--- config.mk ---
export PLATFORM = sky130hd
export DESIGN_NAME = apf_dict_loader
export DESIGN_NICKNAME = d
export VERILOG_FILES = /design/src/rtl/apf_dict_loader.sv
export SDC_FILE = /design/constraint.sdc
export NUM_CORES = 1
export LEC_CHECK = 0
export ABC_AREA = 1
export BUFFER_PORTS_ARGS = -buffer_cell sky130_fd_sc_hd__buf_2
export CORE_AREA = 2 2 152 154
export CTS_CLUSTER_SIZE = 10
export DETAILED_ROUTE_END_ITERATION = 16
export DIE_AREA = 0 0 154 156
export PLACE_DENSITY = 0.72
export SYNTH_ARGS = -nofsm -noshare
export SYNTH_HDL_FRONTEND = slang
export SYNTH_SLANG_ARGS = --single-unit
--- constraint.sdc ---
create_clock -name clk -period 6.56 [get_ports clk]
set_input_delay 1.312 -clock clk [delete_from_list [all_inputs] [get_ports clk]]
set_output_delay 1.312 -clock clk [all_outputs]
set_load 0.02 [all_outputs]
--- src/rtl/apf_dict_loader.sv ---
// Bridge register block for the translation overlay: config registers, dictionary
// entry streaming and a bloom-word serialiser that emits one bit per cycle.
module apf_dict_loader #(
    parameter logic [31:0] BASE_ADDR = 32'hF800_0000,
    parameter int          DICT_W    = 41,
    parameter int          LOAD_AW   = 16
) (
    input  logic               clk,
    input  logic               rst,
    input  logic [31:0]        bridge_addr,
    input  logic               bridge_rd,
    output logic [31:0]        bridge_rd_data,
    input  logic               bridge_wr,
    input  logic [31:0]        bridge_wr_data,
    output logic               dict_load_en,
    output logic [LOAD_AW-1:0] dict_load_addr,
    output logic [DICT_W-1:0]  dict_load_data,
    output logic               bloom_load_en,
    output logic [LOAD_AW-1:0] bloom_load_addr,
    output logic               bloom_load_bit,
    output logic               cfg_enable,
    output logic               cfg_mode,
    output logic [14:0]        cfg_caption_color,
    output logic [7:0]         cfg_caption_y
);
    localparam int HI_W = DICT_W - 32;

    localparam logic [31:0] OFF_CTRL      = 32'h00;
    localparam logic [31:0] OFF_COLOR     = 32'h04;
    localparam logic [31:0] OFF_CAPY      = 32'h08;
    localparam logic [31:0] OFF_STATUS    = 32'h0C;
    localparam logic [31:0] OFF_DICT_LO   = 32'h10;
    localparam logic [31:0] OFF_DICT_HI   = 32'h14;
    localparam logic [31:0] OFF_DICT_PTR  = 32'h18;
    localparam logic [31:0] OFF_BLOOM_WD  = 32'h20;
    localparam logic [31:0] OFF_BLOOM_PTR = 32'h24;

    typedef enum logic {IDLE, SHIFT} bloom_state_e;

    bloom_state_e       state_q, state_d;
    logic [31:0]        rd_data_q, rd_data_d;
    logic               enable_q, enable_d;
    logic               mode_q, mode_d;
    logic [14:0]        color_q, color_d;
    logic [7:0]         capy_q, capy_d;
    logic               overrun_q, overrun_d;
    logic [15:0]        dict_cnt_q, dict_cnt_d;
    logic [31:0]        dict_lo_q, dict_lo_d;
    logic [LOAD_AW-1:0] dict_ptr_q, dict_ptr_d;
    logic               dict_en_q, dict_en_d;
    logic [LOAD_AW-1:0] dict_addr_q, dict_addr_d;
    logic [DICT_W-1:0]  dict_data_q, dict_data_d;
    logic [31:0]        word_q, word_d;
    logic [4:0]         cnt_q, cnt_d;
    logic [LOAD_AW-1:0] bloom_ptr_q, bloom_ptr_d;

    logic [31:0] off;
    logic        shifting;
    logic [31:0] rd_mux;

    assign off      = bridge_addr - BASE_ADDR;
    assign shifting = (state_q == SHIFT);

    always_comb begin
        rd_mux = '0;
        case (off)
            OFF_CTRL:      rd_mux = {30'd0, mode_q, enable_q};
            OFF_COLOR:     rd_mux = {17'd0, color_q};
            OFF_CAPY:      rd_mux = {24'd0, capy_q};
            OFF_STATUS:    rd_mux = {dict_cnt_q, 14'd0, overrun_q, shifting};
            OFF_DICT_LO:   rd_mux = dict_lo_q;
            OFF_DICT_PTR:  rd_mux[LOAD_AW-1:0] = dict_ptr_q;
            OFF_BLOOM_PTR: rd_mux[LOAD_AW-1:0] = bloom_ptr_q;
            default:       rd_mux = '0;
        endcase
    end

    always_comb begin
        state_d     = state_q;
        rd_data_d   = rd_data_q;
        enable_d    = enable_q;
        mode_d      = mode_q;
        color_d     = color_q;
        capy_d      = capy_q;
        overrun_d   = overrun_q;
        dict_cnt_d  = dict_cnt_q;
        dict_lo_d   = dict_lo_q;
        dict_ptr_d  = dict_ptr_q;
        dict_en_d   = 1'b0;
        dict_addr_d = dict_addr_q;
        dict_data_d = dict_data_q;
        word_d      = word_q;
        cnt_d       = cnt_q;
        bloom_ptr_d = bloom_ptr_q;

        // Read mux samples pre-write state, so a same-cycle write is invisible here.
        if (bridge_rd)
            rd_data_d = rd_mux;

        if (shifting) begin
            bloom_ptr_d = bloom_ptr_q + 1'b1;
            cnt_d       = cnt_q + 5'd1;
            if (cnt_q == 5'd31)
                state_d = IDLE;
        end

        if (bridge_wr) begin
            case (off)
                OFF_CTRL: begin
                    enable_d = bridge_wr_data[0];
                    mode_d   = bridge_wr_data[1];
                end
                OFF_COLOR: color_d = bridge_wr_data[14:0];
                OFF_CAPY:  capy_d  = bridge_wr_data[7:0];
                OFF_STATUS: begin
                    if (bridge_wr_data[1])
                        overrun_d = 1'b0;
                end
                OFF_DICT_LO: dict_lo_d = bridge_wr_data;
                OFF_DICT_HI: begin
                    dict_en_d   = 1'b1;
                    dict_addr_d = dict_ptr_q;
                    dict_data_d = {bridge_wr_data[HI_W-1:0], dict_lo_q};
                    dict_ptr_d  = dict_ptr_q + 1'b1;
                    if (dict_cnt_q != 16'hFFFF)
                        dict_cnt_d = dict_cnt_q + 16'd1;
                end
                OFF_DICT_PTR: dict_ptr_d = bridge_wr_data[LOAD_AW-1:0];
                OFF_BLOOM_WD: begin
                    if (shifting) begin
                        overrun_d = 1'b1;
                    end else begin
                        word_d  = bridge_wr_data;
                        cnt_d   = 5'd0;
                        state_d = SHIFT;
                    end
                end
                OFF_BLOOM_PTR: begin
                    if (shifting)
                        overrun_d = 1'b1;
                    else
                        bloom_ptr_d = bridge_wr_data[LOAD_AW-1:0];
                end
                default: ;
            endcase
        end
    end

    always_ff @(posedge clk) begin
        if (rst) begin
            state_q     <= IDLE;
            rd_data_q   <= '0;
            enable_q    <= 1'b0;
            mode_q      <= 1'b0;
            color_q     <= 15'h7FFF;
            capy_q      <= 8'd128;
            overrun_q   <= 1'b0;
            dict_cnt_q  <= '0;
            dict_lo_q   <= '0;
            dict_ptr_q  <= '0;
            dict_en_q   <= 1'b0;
            dict_addr_q <= '0;
            dict_data_q <= '0;
            word_q      <= '0;
            cnt_q       <= '0;
            bloom_ptr_q <= '0;
        end else begin
            state_q     <= state_d;
            rd_data_q   <= rd_data_d;
            enable_q    <= enable_d;
            mode_q      <= mode_d;
            color_q     <= color_d;
            capy_q      <= capy_d;
            overrun_q   <= overrun_d;
            dict_cnt_q  <= dict_cnt_d;
            dict_lo_q   <= dict_lo_d;
            dict_ptr_q  <= dict_ptr_d;
            dict_en_q   <= dict_en_d;
            dict_addr_q <= dict_addr_d;
            dict_data_q <= dict_data_d;
            word_q      <= word_d;
            cnt_q       <= cnt_d;
            bloom_ptr_q <= bloom_ptr_d;
        end
    end

    assign bridge_rd_data    = rd_data_q;
    assign dict_load_en      = dict_en_q;
    assign dict_load_addr    = dict_addr_q;
    assign dict_load_data    = dict_data_q;
    // Bloom outputs derive from the SHIFT state so reset silences them on the next cycle.
    assign bloom_load_en     = shifting;
    assign bloom_load_addr   = shifting ? bloom_ptr_q : '0;
    assign bloom_load_bit    = shifting & word_q[cnt_q];
    assign cfg_enable        = enable_q;
    assign cfg_mode          = mode_q;
    assign cfg_caption_color = color_q;
    assign cfg_caption_y     = capy_q;
endmodule
==> impl_metrics.ini, run 1 <==
[detailed_routing]
ant_nets = 0
firstDrtPassIters = 5
wl_per_cell_um = 17.0
routed_wl_um = 33600
dr_wl_met3_um = 2870
drc_errors = 0
vias = 10831
routed_via_density = 5.50
drt-initial-drc-count = 970
wl_met1_um = 15000
highest_layer = met5
wl_met2_um = 14700

[final_layout]
final_util_pct = 57.0
fin_cells = 1971
mostFrequentLayoutCells = nor2_1 (284), nand2_1 (272), dfxtp_1 (234), buf_2 (199), inv_1 (165)
area_growth_pct = 16.0
drive_gt1_share_pct = 15.3
final_nets = 1756
layout_commonest_cell = nor2_1
num-fill-cells = 2135

[timing]
slew-limit-headroom_pct = 29.6
hold_viol = 0
fin_hold_ws_ns = 0.458
rsz0062_at_grt = no
max_freq_mhz = 211
slew_viol_final = 0
period_minus_slack_ns = 4.74
finalCritPeriodShare_pct = 72.3
setup_viol = 0
worstMarginPinSlew_ns = 1.05
tns_ns = 0
fin_worst_skew_ns = 0.0123

[setup_path]
cp.required_ns = 6.97
cp-start-kind = input pin
slowest_stage = inv_2
critPathMaxFanout = 51
max_stage_delay_ns = 0.84
cp-end-kind = register
crit_chain = buf_2 > ha_1 > inv_1 > nand4_1 > nor2_4 > inv_1 > nor2_2 > buf_4 > nand2_1 > inv_2 > nand2_1 > nor2_1 > xor2_1 > nor2_1
crit_type = input pin to register
arrival_ns = 5.15

[floorplanning]
dieArea_mm2 = 0.0240
start_util_pct = 49.1
fp.dieW_um = 154
io_pins = 201
rows = 55
die_height_um = 156
core-area_mm2 = 0.0224

[global_routing]
antenna_found_initial = 2
grt_max_degree = 72
grt_pass1_wl_um = 52100
grt_usage_pct = 27.0
grt_pass1_vias = 9668
grt_overflow = 0

[logic_synthesis]
postSynthAreaPerCell_um2 = 7.19
syn_inst = 1529
synth_top_cell_area_share_pct = 42.6
synth.cell_area_mm2 = 0.0110
syn_nets = 1605
ys_types = 38
synthFlopType = dfxtp_1
ys_top_cells_by_area = dfxtp_1 (43%), nor2_1 (9.7%), nand2_1 (9.3%)
synth_edf_count = 0
async_reset_ff_share_pct = 0
yosys_warnings = 0
synth.ff_latch_count = 234
ys_seq_area_share_pct = 42.6
yosysTopAreaCell = dfxtp_1

[clock_network]
cts.clk_slew.worst_paths_ns = 0.06
post_cts_buffers = 0
clockBufferDepth = 3
insertion_delay_ns = 0.54
clock-sinks = 234
cts_resized = 0
cts_root_buffer = clkbuf_16
hold_buffers = 0
cts_tree = done
cts_buffers = 27
h-tree-depth = 1

[pwr]
peakVddDrop_v = 0.000179
p_per_area_mw_per_mm2 = 224
p_leak_nw = 5.51

[placement]
dp_hpwl_um = 24200
gp_congestion = 0.949
port_buffers = 200
placedCellCount = 1936

[flow_run]
drv_cap = 0

[worst_hold_path]
hp-class = register to register

[status]
outcome = complete, no violations
-- synthesized netlist by cell type (all sizes together), types with 3 or more instances --
master  number
nor3        20
inv        167
clkbuf      48
a211oi     117
o21ai       83
xor2        25
o22ai        3
o211ai      27
o221ai      15
a31oi       14
clkinv       3
a21oi       48
buf         38
ha           8
nor4        10
nand2      273
dfxtp      234
nand4       31
nor2       293
nand3       63
xnor2        4
-- worst paths after layout --
kind | start | depth (start not counted) | slack (ns) | end
worst max-delay path | bridge_addr[27] | 14 | 1.82 | dict_cnt_q[6]$_SDFFE_PP0P_
worst min-delay path | overrun_q$_SDFFE_PP0P_ | 2 | 0.46 | overrun_q$_SDFFE_PP0P_
worst max register to register | bloom_load_en$_SDFF_PP0_ | 5 | 3.96 | word_q[10]$_SDFFE_PP0P_
worst min register to register | overrun_q$_SDFFE_PP0P_ | 2 | 0.46 | overrun_q$_SDFFE_PP0P_
-- worst max-delay path, delay by kind of cell --
family | cells | cell delay (ns)
AND/OR/NAND/NOR | 7 | 1.88
buffers and inverters | 5 | 1.46
adder cells (fa/ha/maj) | 1 | 0.31
XOR/XNOR | 1 | 0.16
-- power breakdown --
group | leakage, nW | switching (mW) | internal, mW
registers | 1.89 | 0.00276 | 1.43
logic | 3.27 | 0.0945 | 0.0355
clock network | 0.350 | 0.562 | 0.738
-- layer usage --
layer	vias up	GRT usage [%]
li1	5388	-
met1	4901	37.3
met2	470	42.3
met3	70	5.11
met4	2	9.17
met5	-	0
-- stage by stage --
| stage | worst slack (ns) | instance area [um2] | power [mW] |
|---|---|---|---|
| after CTS | 1.90 | 12700 | 2.88 |
| after global placement | 1.42 | 12000 | 1.59 |
| final | 1.82 | 12700 | 2.86 |
| after global routing | 1.46 | 12700 | 2.94 |
| after detailed placement | 1.35 | 12000 | 1.59 |
| after floorplan | 3.48 | 11000 | 1.53 |
-- cells by family after synthesis --
| kind of cell | synth area share (%) |
|---|---|
| XOR/XNOR | 2.31 |
| AND/OR/NAND/NOR | 26.7 |
| adder cells (fa/ha/maj) | 0.911 |
| AO/OA/AOI/OAI | 18.2 |
| buffers and inverters | 9.29 |
| flip-flops | 42.6 |
-- registers in the layout (all words and copies together) (netlist names) --
name and cells:
cnt_q 5, cfg_caption_y 8, cfg_enable 1, bloom_load_en 1, cfg_caption_color 15, dict_lo_q 32, bloom_ptr_q 16, dict_load_addr 16
word_q 32, dict_cnt_q 16, dict_load_data 41, overrun_q 1, bridge_rd_data 32, dict_ptr_q 16, dict_load_en 1, cfg_mode 1
-- final cells by class --
cell class | count | area, um2 | area share [%]
clock buffers | 33 | 698 | 5.48
flip-flops and latches | 234 | 4680 | 36.7
clock inverters | 1 | 20.0 | 0.157
repair buffers | 208 | 1060 | 8.34
well taps | 285 | 357 | 2.80
diodes | 1 | 2.50 | 0.0196
multi-input cells | 1039 | 5290 | 41.5
inverters | 170 | 638 | 5.00
Note: power is estimated with default switching activity, not from simulation.
==> inputs of run 2 (changes only) <==
Settings changed: PLACE_DENSITY 0.72 to 0.75.
Clock period 6.56 ns to 3.8 ns, I/O delays scaled along.
==> run 2 against run 1 <==
  * Power is 72% higher
  * Wire length decreased by 0.43%
  * Register-to-register slack lost 2.4 ns
  * Worst hold slack better by 0.0021 ns
  * Via count increased by 0.46%
  * Non-clock buffer count increased by 10
  * Clock-buffer cell count is 3 lower
  * Sequential share of layout area down 0.30 points
  * Cell area grew 0.83%
  * Largest power group unchanged
  * Highest routed layer unchanged
==> impl_metrics.ini, run 2 (synthesis gave the netlist of run 1 again) <==
[final_layout]
final_nets = 1766
drive_gt1_share_pct = 15.9
largest_register_ff_count = 41
design_area_mm2 = 0.0129
area_growth_pct = 17.0
mostFrequentLayoutCells = nor2_1 (284), nand2_1 (272), dfxtp_1 (234), buf_2 (199), inv_1 (165)
layout_commonest_cell = nor2_1
num-fill-cells = 2095

[pwr]
power_frac_clock_pct = 45.1
p_leak_nw = 5.57
peakVddDrop_v = 0.000288
p_int_mw = 3.79
power_frac_seq_pct = 50.3
p_comb_share_pct = 4.6
switching_share_pct = 22.8
total_power_mw = 4.91
power_switching_mw = 1.12
p_per_area_mw_per_mm2 = 382

[timing]
tns_ns = 0
period_minus_slack_ns = 3.21
worstMarginPinSlew_ns = 0.951
setup_viol = 0
fin_worst_skew_ns = 0.0123
layout_setup_ws_ns = 0.593
slew_viol_final = 0
rsz0062_at_grt = no
finalCritPeriodShare_pct = 84.4
max_freq_mhz = 312
slew-limit-headroom_pct = 36.6
hold_viol = 0

[global_routing]
grt_pass1_vias = 9793
grt_usage_pct = 27.2
grt_overflow = 0
antenna_found_initial = 2
grt_max_degree = 94
grt_pass1_wl_um = 52400

[setup_path]
path_buf_inv = 3
worst-path-stages = 9
rr_endpoint = bloom_ptr_q[10]$_SDFF_PP0_
reg2reg_from = bloom_load_en$_SDFF_PP0_
crit_chain = buf_4 > inv_1 > o21ai_0 > o21ai_0 > o211ai_1 > nand3_1 > nand2_1 > a31oi_1 > buf_2
critPathMaxFanout = 19
max_stage_delay_ns = 0.40
cp-end-kind = output port
crit_end = bloom_load_bit
rr_worst_depth = 7
cp.required_ns = 3.04
crit_type = register to output port
slowest_stage = inv_1
reg2reg_slack_ns = 1.53
cp-start-kind = register
path_common_cell = o21ai_0
cp_top_family = buffers and inverters
crit_start = cnt_q[0]$_SDFF_PP0_
arrival_ns = 2.45

[detailed_routing]
dr_wl_met3_um = 2550
firstDrtPassIters = 5
ant_nets = 0
drc_errors = 0
drt-initial-drc-count = 1133
wl_met2_um = 15200
vias = 10881
highest_layer = met5
routed_via_density = 5.50
wl_met1_um = 14400
routed_wl_um = 33400
wl_per_cell_um = 16.9

[floorplanning]
rows = 55
fp.dieW_um = 154
core-area_mm2 = 0.0224
dieArea_mm2 = 0.0240
io_pins = 201
start_util_pct = 49.1
die_height_um = 156

[placement]
place_ws_ns = 0.455
dp_hpwl_um = 24400
port_buffers = 200
gp_congestion = 0.975
place_area_mm2 = 0.0121

[clock_network]
cts.clk_slew.worst_paths_ns = 0.06
h-tree-depth = 1
cts_buffers = 27
hold_buffers = 0
clockBufferDepth = 3
cts_root_buffer = clkbuf_16
cts_tree = done
clock-sinks = 234
cts_resized = 0
insertion_delay_ns = 0.54
post_cts_buffers = 0

[worst_hold_path]
hp-class = register to register

[flow_run]
drv_cap = 0

[status]
outcome = complete, no violations
==> run 2: cell count changes in the layout (fill, tap and decap cells not counted), sizes merged <==
cell    before  now
clkinv       3    4
clkbuf      33   30
buf        208  218
==> run 2: how the worst min path moves through the flow <==
stage                              startpoint                              to  cells after the start
2_1_floorplan          overrun_q$_SDFFE_PP0P_          overrun_q$_SDFFE_PP0P_                      2
6_report       bridge_rd_data[2]$_SDFFE_PP0P_  bridge_rd_data[2]$_SDFFE_PP0P_                      2
3_5_place_dp           overrun_q$_SDFFE_PP0P_          overrun_q$_SDFFE_PP0P_                      2
5_1_grt                overrun_q$_SDFFE_PP0P_          overrun_q$_SDFFE_PP0P_                      2
4_1_cts                overrun_q$_SDFFE_PP0P_          overrun_q$_SDFFE_PP0P_                      2
3_3_place_gp           overrun_q$_SDFFE_PP0P_          overrun_q$_SDFFE_PP0P_                      2
==> run 2: area by class of cell <==
type                            count  area [um2]  share of cell area, %
Clock buffer                       30         687                   5.34
Sequential cell                   234        4680                   36.4
Clock inverter                      2        25.0                  0.195
Multi-Input combinational cell   1039        5290                   41.1
Inverter                          170         638                   4.96
Timing Repair Buffer              218        1180                   9.15
Antenna cell                        1        2.50                 0.0195
Tap cell                          285         357                   2.77
==> run 2: power groups by stage <==
stage	clock (mW)	sequential, mW	combinational, mW
final	2.21	2.47	0.228
after global routing	2.35	2.47	0.248
after global placement	0	2.52	0.222
after floorplan	0	2.53	0.111
after detailed placement	0	2.52	0.225
after CTS	2.25	2.47	0.226
==> run 2: worst reg2reg max path: cells and delay by family (launching register included) <==
kind	cells	cell delay, ns
flops	1	0.68
compound gates	3	0.49
simple gates	3	0.71
buf+inv	1	0.31
==> run 2: metrics by stage <==
stage	util (%)	cells	hold WS [ns]
4_1_cts	57.5	1978	0.452
3_5_place_dp	54.3	1946	0.444
3_3_place_gp	54.3	1946	0.438
2_1_floorplan	-	1529	0.426
6_report	57.5	1979	0.460
5_1_grt	57.5	1979	0.468
==> run 2: per-layer routing <==
metal / GRT usage [%] / vias up
met1: 36.7 / 4911
li1: - / 5419
met5: 0 / -
met2: 44.4 / 459
met4: 10.1 / 2
met3: 3.61 / 90
==> inputs of run 3 (changes only) <==
Settings changed: ABC_AREA 1 to 0, CORE_AREA 2 2 152 154 to 2 2 149 151, DIE_AREA 0 0 154 156 to 0 0 151 153.
Clock period 3.8 ns to 2.88 ns, I/O delays scaled along.
==> run 3 against run 2 <==
  * The run now ends with negative setup slack left
  * Cell area down 1.9%
  * Sequential power is 32% higher
  * Wire length fell by 2.4%
  * Non-clock buffer count increased by 26
  * Area after synthesis fell by 4.1%
  * Clock power rose by 33%
  * Setup slack lost 0.73 ns
  * Clock-buffer cell count rose by 2
  * Die area is 3.8% lower
==> impl_metrics.ini, run 3 <==
[timing]
slew_viol_final = 0
fin_worst_skew_ns = 0.0184
slew-limit-headroom_pct = 21.6
rsz0062_at_grt = yes
setup_viol = 1
finalCritPeriodShare_pct = 105
max_freq_mhz = 332
worstMarginPinSlew_ns = 1.17
hold_viol = 0
layout_setup_ws_ns = -0.132
period_minus_slack_ns = 3.01

[logic_synthesis]
yosysMostFrequentCell = nand2_1
synth_edf_count = 0
synthFlopType = dfxtp_1
ys_types = 57
yosys_warnings = 0
yosysTopAreaCell = dfxtp_1
async_reset_ff_share_pct = 0
ys_seq_area_share_pct = 44.4
ys_top_cells_by_area = dfxtp_1 (44%), nand2_1 (11%), a21oi_1 (7.6%)
synth.cell_area_mm2 = 0.0105
synth_top_cell_area_share_pct = 44.4
synth_common_cells = nand2_1 (306), dfxtp_1 (234), a21oi_1 (160), clkbuf_1 (100), nor2_1 (67)
synth.ff_latch_count = 234
syn_inst = 1302
postSynthAreaPerCell_um2 = 8.10
syn_nets = 1378

[setup_path]
arrival_ns = 2.44
critPathMaxFanout = 5
cp-start-kind = register
cp.required_ns = 2.30
cp-end-kind = output port
crit_type = register to output port

[final_layout]
final_nets = 1542
multiInputGateArea_mm2 = 0.00534
mostFrequentLayoutCells = nand2_1 (306), dfxtp_1 (232), buf_2 (198), a21oi_1 (160), nor2_1 (67)
num-fill-cells = 1930
drive_gt1_share_pct = 21.0
final_util_pct = 58.7
area_growth_pct = 19.6
design_area_mm2 = 0.0126
n_antenna_cell = 0
seq_area_mm2 = 0.00469
layout_commonest_cell = nand2_1
fin_cells = 1750
largest_register_ff_count = 41

[detailed_routing]
routed_wl_um = 32600
vias = 10352
wl_per_cell_um = 18.6
firstDrtPassIters = 6
routed_via_density = 5.92
drt-initial-drc-count = 1033
ant_nets = 0
drc_errors = 0

[floorplanning]
core-area_mm2 = 0.0215
start_util_pct = 49.1
fp.dieW_um = 151
dieArea_mm2 = 0.0231
io_pins = 201
rows = 54
die_height_um = 153

[global_routing]
antenna_found_initial = 0
grt_pass1_wl_um = 50400
grt_overflow = 0
grt_usage_pct = 27.1
grt_pass1_vias = 9464
grt_max_degree = 62

[clock_network]
cts.clk_slew.worst_paths_ns = 0.05
h-tree-depth = 1
hold_buffers = 0
clock-sinks = 234
insertion_delay_ns = 0.53
clockBufferDepth = 3
cts_buffers = 27
cts_tree = done
cts_root_buffer = clkbuf_16

[pwr]
total_power_mw = 6.48
p_per_area_mw_per_mm2 = 514
p_leak_nw = 4.85
peakVddDrop_v = 0.000467

[flow_run]
drv_cap = 0

[status]
violations = negative setup slack
outcome = finished, violations left

[placement]
place_area_mm2 = 0.0119
port_buffers = 200
placedCellCount = 1716
gp_congestion = 0.914
dp_hpwl_um = 23100

[worst_hold_path]
hp-class = input pin to register
==> run 3: final cells by class <==
class                   count  area share, %
multi-input cells         927           42.3
flip-flops and latches    234           37.2
repair buffers            244           11.1
clock buffers              32           5.59
well taps                 280           2.78
inverters                  32          0.953
clock inverters             1         0.0695
==> run 3: path summary, 6_finish.rpt <==
path	startpoint	to	slack (ns)	depth (start not counted)
max reg2reg	bloom_load_en$_SDFF_PP0_	bloom_ptr_q[10]$_SDFF_PP0_	0.74	5
min reg2reg	dict_load_data[17]$_SDFFE_PP0P_	dict_load_data[17]$_SDFFE_PP0P_	0.45	2
min	bridge_wr_data[20]	dict_lo_q[20]$_SDFFE_PP0P_	0.33	3
max	cnt_q[0]$_SDFF_PP0_	bloom_load_bit	-0.13	6
==> run 3: stage by stage <==
step                setup WS [ns]  hold WS [ns]  TNS [ns]
CTS                        -0.146         0.309    -0.146
global placement           0.0605         0.433         0
detailed placement         0.0313         0.436         0
global route               -0.205         0.324    -0.205
finish                     -0.132         0.326    -0.132
floorplan                   0.203         0.429         0
==> run 3: power breakdown <==
| part | switching, mW | internal [mW] |
|---|---|---|
| clock network | 1.25 | 1.69 |
| logic | 0.200 | 0.0871 |
| registers | 0.00660 | 3.25 |
| total | 1.46 | 5.03 |
==> run 3: repair_timing <==
| item | 4_1_cts | 5_1_grt |
|---|---|---|
| endpoints found under the setup margin | 1 | 1 |
| cloned | 0 | 0 |
| setup buffers | 0 | 1 |
| gates resized for setup | 4 | 1 |
==> run 3: logic make-up (layout without fill, tap and decap cells) <==
kind of cell	Yosys count	in the layout	share of synthesized area [%]
xor gates and xnor gates	16	16	1.33
DFF	234	234	44.4
AOI/OAI and AO/OA	326	326	19.0
and+or+nand+nor	532	532	23.4
adders and majority gates	8	8	0.950
muxes	45	45	5.73
buffers and inverters	141	309	5.15
==> run 3: metal layers <==
layer / track usage (%) / routed length (um) / up-vias
li1: - / - / 4901
met1: 40.1 / 14300 / 4899
met2: 40.9 / 14400 / 488
met3: 3.82 / 3130 / 64
met4: 8.06 / 839 / 0
met5: 0 / 0 / -
==> run 3: critical path: stages, from the launching register on <==
cell     delay (ns)
dfxtp_2        0.35
buf_6          0.14
mux4_2         0.56
mux4_2         0.46
mux2i_1        0.15
nor2_1         0.08
buf_4          0.19
